### config.mk
export PLATFORM = sky130hd
export DESIGN_NAME = param_register
export DESIGN_NICKNAME = d
export VERILOG_FILES = /design/src/rtl/param_register.sv
export SDC_FILE = /design/constraint.sdc
export NUM_CORES = 1
export LEC_CHECK = 0
export CORE_AREA = 2 2 39 41
export CTS_BUF_LIST = sky130_fd_sc_hd__clkbuf_8
export DETAILED_ROUTE_END_ITERATION = 16
export DIE_AREA = 0 0 41 43
export PLACE_DENSITY = 0.72
export SYNTH_ARGS = -nofsm -noshare
export SYNTH_HDL_FRONTEND = slang
export SYNTH_SLANG_ARGS = --single-unit
### constraint.sdc
create_clock -name clk -period 3.1 [get_ports clk]
set_clock_uncertainty 0.15 [all_clocks]
set_input_delay 0.93 -clock clk [delete_from_list [all_inputs] [get_ports clk]]
set_output_delay 0.93 -clock clk [all_outputs]
set_load 0.01 [all_outputs]
### src/rtl/param_register.sv
// General-purpose holding register with load enable, synchronous clear,
// per-bit write mask, last-distinct-value history, change flag and even parity.
module param_register #(
  parameter int              SIZE        = 4,
  parameter logic [SIZE-1:0] RESET_VALUE = {SIZE{1'b0}},
  parameter bit              USE_MASK    = 1'b1
) (
  input  logic            clk,
  input  logic            rst_n,
  input  logic            en,
  input  logic            clr,
  input  logic [SIZE-1:0] wmask,
  input  logic [SIZE-1:0] d,
  output logic [SIZE-1:0] q,
  output logic [SIZE-1:0] q_prev,
  output logic            changed,
  output logic            parity
);

  function automatic logic even_parity(input logic [SIZE-1:0] v);
    return ^v;
  endfunction

  logic [SIZE-1:0] q_q, q_d;
  logic [SIZE-1:0] prev_q, prev_d;
  logic            changed_q, changed_d;

  // Next-state selection: clear beats load, load beats hold.
  always_comb begin
    q_d = q_q;
    if (clr) begin
      q_d = RESET_VALUE;
    end else if (en) begin
      // AND-OR merge keeps unknown data on unwritten bits out of q.
      if (USE_MASK) begin
        q_d = (d & wmask) | (q_q & ~wmask);
      end else begin
        q_d = d;
      end
    end else begin
      q_d = q_q;
    end
  end

  // History only advances when q actually takes a new value.
  always_comb begin
    changed_d = (q_d != q_q);
    prev_d    = prev_q;
    if (changed_d) begin
      prev_d = q_q;
    end else begin
      prev_d = prev_q;
    end
  end

  // State registers with asynchronous reset.
  always_ff @(posedge clk or negedge rst_n) begin
    if (!rst_n) begin
      q_q       <= RESET_VALUE;
      prev_q    <= RESET_VALUE;
      changed_q <= 1'b0;
    end else begin
      q_q       <= q_d;
      prev_q    <= prev_d;
      changed_q <= changed_d;
    end
  end

  assign q       = q_q;
  assign q_prev  = prev_q;
  assign changed = changed_q;
  assign parity  = even_parity(q_q);

endmodule

==> Yosys cells after proc, flatten, opt, wreduce, memory -nomap -nowiden <==
Cells that the tools add are included.
{ "classes": {"n_eq_ne": 1, "n_mux": 2, "n_bitwise": 4, "reduce_logical": 1} }
{ "op_table": {"columns": ["op", "count"], "rows": [
  ["$and A4 B4 Y4", 2],
  ["$mux W4", 2],
  ["$ne A4 B4 Y1", 1],
  ["$not A4 Y4", 1],
  ["$or A4 B4 Y4", 1],
  ["$reduce_xor A4 Y1", 1]
]} }
{ "totals": {"regBits": 9, "out_inout_bits": 10, "elab_cells": 11} }

==> Longest topological paths before layout <==
Gate-level depths: netlist of run 1.
{ "logic_depth": {"depth_word": 6, "ltp_mapped": 5, "mapped_depth_nobuf": 4} }

==> Worst setup path before layout of run 1 <==
No wires, ideal clock.
{ "synth_timing": {"path_kind": "input to register", "startpoint": "in en", "endpoint": "reg prev_q[0] (netlist: q_prev[0])", "arrival_time_ns": 2.022, "required_time_ns": 2.822, "slack_ns": 0.800, "stages": 5, "cell_sequence": "buf_2 > nand4b_1 > nand4b_1 > a221oi_4 > mux2_1"} }
{ "synth_between": {"elab_chain_len": 3} }
{ "synth_lines": {"columns": ["item", "line_no", "rtl"], "rows": [
  ["start, declared", "10", "input logic en,"],
  ["$mux W4", "33", "end else if (en) begin"],
  ["$mux W4", "31", "if (clr) begin"],
  ["$ne A4 B4 Y1", "47", "changed_d = (q_d != q_q);"],
  ["end signal, assigned", "64", "prev_q <= prev_d;"],
  ["end, declared", "25", "logic [SIZE-1:0] prev_q, prev_d;"]
]} }
Every way passes these cells.
A chain may end at the register's enable or synchronous reset.

==> Worst setup path in the final report of run 1 <==
{ "layout_timing": {"startpoint": "in en", "endpoint": "reg prev_q[2] (netlist: q_prev[2])"} }
Same word-level chain as after synthesis.

==> results of run 1 <==
## layout by cell type, fill, tap and decap left out, types with 2 or more instances in the layout
cell	n
nand4b_1	6
nand3_1	3
inv_1	3
nand2_1	7
clkdlybuf4s50_1	21
a21oi_1	3
mux2_1	4
dfrtp_1	9
xnor2_1	2
clkbuf_8	3
nor2_1	2
## cell type report
cell class,count,area [um^2]
Clock buffer,3,41.3
Clock inverter,1,3.75
Fill cell,133,619
Inverter,2,7.51
Multi-Input combinational cell,34,256
Sequential cell,9,225
Tap cell,16,20.0
Timing Repair Buffer,21,210
## critical path, delay by kind of cell
kind / cells / cell delay, ns
AOI/OAI and AO/OA: 1 / 0.41
and+or+nand+nor: 2 / 0.35
muxes: 1 / 0.36
buffers and inverters: 1 / 0.58
## registers in the layout (all words and copies together) (netlist names)
signal   count
q            4
q_prev       4
changed      1
## through the flow
stage	cell area, um^2	setup WS (ns)	hold WS (ns)
after floorplan	494	0.800	0.384
after global placement	719	0.214	0.333
after detailed placement	719	0.183	0.335
after CTS	764	0.416	0.352
after global routing	764	0.296	0.368
final	764	0.416	0.345
## worst paths after layout
kind                                              end                  start  slack, ns
worst max-delay path            q_prev[2]$_DFFE_PN0P_                     en       0.42
worst min-delay path            q_prev[3]$_DFFE_PN0P_  q_prev[3]$_DFFE_PN0P_       0.34
worst max register to register  q_prev[2]$_DFFE_PN0P_         q[0]$_DFF_PN0_       1.21
worst min register to register  q_prev[3]$_DFFE_PN0P_  q_prev[3]$_DFFE_PN0P_       0.34
max in group asynchronous       q_prev[2]$_DFFE_PN0P_                  rst_n       1.67
min in group asynchronous              q[0]$_DFF_PN0_                  rst_n       0.84
## cells by family after synthesis
family | Yosys count
and+or+nand+nor | 20
DFF | 9
muxes | 6
AOI/OAI and AO/OA | 5
xor gates and xnor gates | 3
buffers and inverters | 3
## metal layers
layer	GRT usage	up-vias	part of all wire
met5	0	-	0
met4	0.0200	0	0
met3	0.0785	0	0.047
met2	0.213	9	0.51
met1	0.161	207	0.44
li1	-	217	-
## report_power, final
group	switching (mW)	internal (mW)
combinational	0.0317	0.0484
clock	0.0434	0.0860
sequential	0.00707	0.127
total	0.0822	0.261
==> impl_metrics.env, run 1 <==
export IMPL_total_power_mw=0.343
export IMPL_num_vias=433
export IMPL_routabilityCongestion=0.740
export IMPL_syn_inst=46
export IMPL_yosysMostFrequentCell="dfrtp_1"
export IMPL_timing_worst_setup_path_type="input pin to flop"
export IMPL_tritoncts="yes"
export IMPL_cts_setup_buffers=0
export IMPL_dp_cells=82
export IMPL_path_cells="clkdlybuf4s50_1 -> nand4b_1 -> nand4b_1 -> a221oi_4 -> mux2_1"
export IMPL_die_area_um2=1760
export IMPL_syn_cell_area_um2=494
export IMPL_power_density_nw_per_um2=449
export IMPL_cp_arrival_ns=2.64
export IMPL_antenna_found_initial=0
export IMPL_synth_top_family_by_area="simple AND/OR/NAND/NOR gates"
export IMPL_firstDrtPassIters=3
export IMPL_die_y_um=43
export IMPL_worst_path_max_delay_cell="clkdlybuf4s50_1"
export IMPL_finalCritPeriodShare=0.866
export IMPL_cts_buffers_inserted=3
export IMPL_synth_top_flop_cell="dfrtp_1"
export IMPL_ys_seq_area_frac=0.456
export IMPL_fin_util=0.552
export IMPL_grt_total_usage=0.136
export IMPL_hold_path_class="flop to flop"
export IMPL_via_per_inst=5.03
export IMPL_grt_max_degree=13
export IMPL_status="finished, final reports clean"
export IMPL_maxCapViolations=0
export IMPL_synth_area_leader_cell="dfrtp_1"
export IMPL_holdPathStages=1
export IMPL_cp_end_kind="flop"
export IMPL_max_stage_delay_ns=0.58
export IMPL_antenna_cells=0
export IMPL_initial_core_util=0.357
export IMPL_vdd_drop_max_v=0.000356
export IMPL_finalSetupViolations=0
export IMPL_overflow=0
export IMPL_syn_to_final_growth_pct=54.7
export IMPL_synth_cell_types=17
export IMPL_grt_first_pass_wirelength_mm=1.63
export IMPL_slew_headroom=0.693
export IMPL_h_tree_depth=1
export IMPL_placementRows=14
export IMPL_synth_edf_count=0
export IMPL_timing_final_hold_violations=0
export IMPL_clockBufferDepth=2
export IMPL_critPathMostFrequentCell="nand4b_1"
export IMPL_io_buffers=21
export IMPL_synth_compound_area_frac=0.101
export IMPL_synthSimpleGateAreaFrac=0.230
export IMPL_required_ns=3.05
export IMPL_netlist_area_leader_share=0.456
export IMPL_period_minus_slack_ns=2.68
export IMPL_yosysWarnings=0
export IMPL_detail_route_antenna_nets=0
export IMPL_clock_sinks=9
export IMPL_grt_pass1_vias=393
export IMPL_clkLatencyLatePin_ns=0.23
export IMPL_cts_root_buf="clkbuf_8"
export IMPL_async_flop_share=1.00
export IMPL_grt_setup_unrepaired="no"
export IMPL_core_um2=1380
export IMPL_p_leak_nw=0.319
export IMPL_drive_above_1_share=0.0714
export IMPL_syn_num_nets=58
export IMPL_crit_path_start_kind="input pin"
export IMPL_postCtsHoldBufs=0
export IMPL_ios=22
export IMPL_final_nets=83
export IMPL_route_detailed_drc=0
export IMPL_die_width_um=41
export IMPL_tns_ns=0
export IMPL_r2r_cells=4
export IMPL_cts_resized_gates=0
export IMPL_synth_cells_most_frequent="dfrtp_1, nand2_1, nand4b_1, mux2_1"
export IMPL_ys_seq_elements=9
export IMPL_critical_path_peak_fanout=12
export IMPL_final_max_slew_violation_count=0
export IMPL_worst_pin_slew_ns=0.454
export IMPL_drt_initial_drc_count=1
export IMPL_wl_per_cell_um=12.1
export IMPL_synth_area_mux_share=0.134
export IMPL_final_cells=86
export IMPL_synth_area_top_cells="dfrtp_1, nand4b_1, mux2_1"
export IMPL_routed_wirelength_mm=1.04
export IMPL_synth_adder_area_share=0
export IMPL_synth_avg_cell_area_um2=10.7
export IMPL_clk_pin_slew_worst_paths_ns=0.04
export IMPL_synthXorXnorAreaFrac=0.0532
export IMPL_fmax_mhz=373
Power figures use the tool's default switching activity.
==> inputs of run 2 (changes only) <==
- CORE_AREA: 2 2 39 41 -> unset
- CORE_UTILIZATION: unset -> 35
- DIE_AREA: 0 0 41 43 -> unset
- PLACE_DENSITY: 0.72 -> 0.66
==> impl_metrics.env, run 2 (synthesis results as in run 1) <==
export IMPL_die_y_um=39.6
export IMPL_worst_pin_slew_ns=0.414
export IMPL_cts_setup_buffers=0
export IMPL_antenna_cells=0
export IMPL_drive_above_1_share=0.0714
export IMPL_core_um2=1300
export IMPL_detail_route_antenna_nets=0
export IMPL_layout_commonest_cell="clkdlybuf4s50_1"
export IMPL_hold_path_class="flop to flop"
export IMPL_period_minus_slack_ns=2.68
export IMPL_crit_path_start_kind="flop"
export IMPL_route_detailed_drc=0
export IMPL_cts_buffers_inserted=3
export IMPL_tritoncts="yes"
export IMPL_syn_to_final_growth_pct=54.4
export IMPL_total_power_mw=0.350
export IMPL_clkLatencyLatePin_ns=0.23
export IMPL_power_density_nw_per_um2=458
export IMPL_critical_path_peak_fanout=7
export IMPL_io_buffers=21
export IMPL_vdd_drop_max_v=0.000304
export IMPL_postCtsHoldBufs=0
export IMPL_antenna_found_initial=0
export IMPL_placementRows=13
export IMPL_final_cell_mix="clkdlybuf4s50_1, dfrtp_1, nand2_1"
export IMPL_drt_initial_drc_count=8
export IMPL_ff2ff_setup_slack_ns=1.16
export IMPL_final_max_slew_violation_count=0
export IMPL_firstDrtPassIters=4
export IMPL_h_tree_depth=1
export IMPL_required_ns=2.02
export IMPL_routabilityCongestion=0.693
export IMPL_die_area_um2=1570
export IMPL_initial_core_util=0.380
export IMPL_grt_first_pass_wirelength_mm=1.70
export IMPL_dp_hpwl_um=793
export IMPL_die_width_um=39.6
export IMPL_grt_setup_unrepaired="no"
export IMPL_via_per_inst=4.92
export IMPL_num_vias=418
export IMPL_maxCapViolations=0
export IMPL_timing_worst_setup_path_type="flop to output pin"
export IMPL_p_leak_nw=0.319
export IMPL_grt_pass1_vias=348
export IMPL_ios=22
export IMPL_final_nets=83
export IMPL_overflow=0
export IMPL_tns_ns=0
export IMPL_clock_sinks=9
export IMPL_finalSetupViolations=0
export IMPL_cts_root_buf="clkbuf_8"
export IMPL_slew_headroom=0.719
export IMPL_clk_pin_slew_worst_paths_ns=0.05
export IMPL_status="finished, final reports clean"
export IMPL_wl_per_cell_um=12.2
export IMPL_grt_max_degree=13
export IMPL_cp_end_kind="output pin"
export IMPL_cp_arrival_ns=1.60
export IMPL_clockBufferDepth=2
export IMPL_grt_total_usage=0.174
export IMPL_finalCritPeriodShare=0.865
export IMPL_cts_resized_gates=0
export IMPL_fmax_mhz=373
export IMPL_routed_wirelength_mm=1.04
export IMPL_timing_final_hold_violations=0
[run 2: layer usage]
metal / share of wire / GRT usage / up-vias
li1: - / - / 216
met1: 0.50 / 0.239 / 189
met2: 0.43 / 0.234 / 11
met3: 0.054 / 0.0682 / 2
met4: 0.014 / 0.0776 / 0
met5: 0 / 0 / -
[run 2: critical path, stage by stage, from the launching register on]
cell             delay (ns)
dfrtp_1                0.45
xor2_1                 0.20
xnor2_1                0.16
clkdlybuf4s50_1        0.56
[run 2: final cells by class]
type / instances / area [um^2]
fill: 139 / 538
multi-input combinational: 34 / 256
sequential: 9 / 225
timing repair buffer: 21 / 210
clock buffer: 3 / 41.3
tap: 15 / 18.8
inverter: 2 / 7.51
clock inverter: 1 / 3.75
[run 2: through the flow]
step / util / cells / hold WS, ns / instance area (um^2) / setup slack [ns]
3_5_place_dp: 0.552 / 81 / 0.332 / 718 / 0.186
6_report: 0.587 / 85 / 0.343 / 763 / 0.420
3_3_place_gp: 0.552 / 81 / 0.336 / 718 / 0.211
5_1_grt: 0.587 / 85 / 0.356 / 763 / 0.280
4_1_cts: 0.587 / 85 / 0.349 / 763 / 0.399
2_1_floorplan: - / 46 / 0.384 / 494 / 0.800
[run 2: worst paths after layout]
path	startpoint	to	cells after the start
max	q[2]$_DFF_PN0_	parity	3
min	q_prev[0]$_DFFE_PN0P_	q_prev[0]$_DFFE_PN0P_	1
max reg2reg	q[1]$_DFF_PN0_	q_prev[2]$_DFFE_PN0P_	4
min reg2reg	q_prev[0]$_DFFE_PN0P_	q_prev[0]$_DFFE_PN0P_	1
max in group asynchronous	rst_n	q[0]$_DFF_PN0_	1
min in group asynchronous	rst_n	q_prev[3]$_DFFE_PN0P_	1
[run 2: where the power goes]
group	switching, mW	internal, mW	total [mW]
clock	0.0490	0.0865	0.135
combinational	0.0319	0.0483	0.0802
sequential	0.00735	0.127	0.134
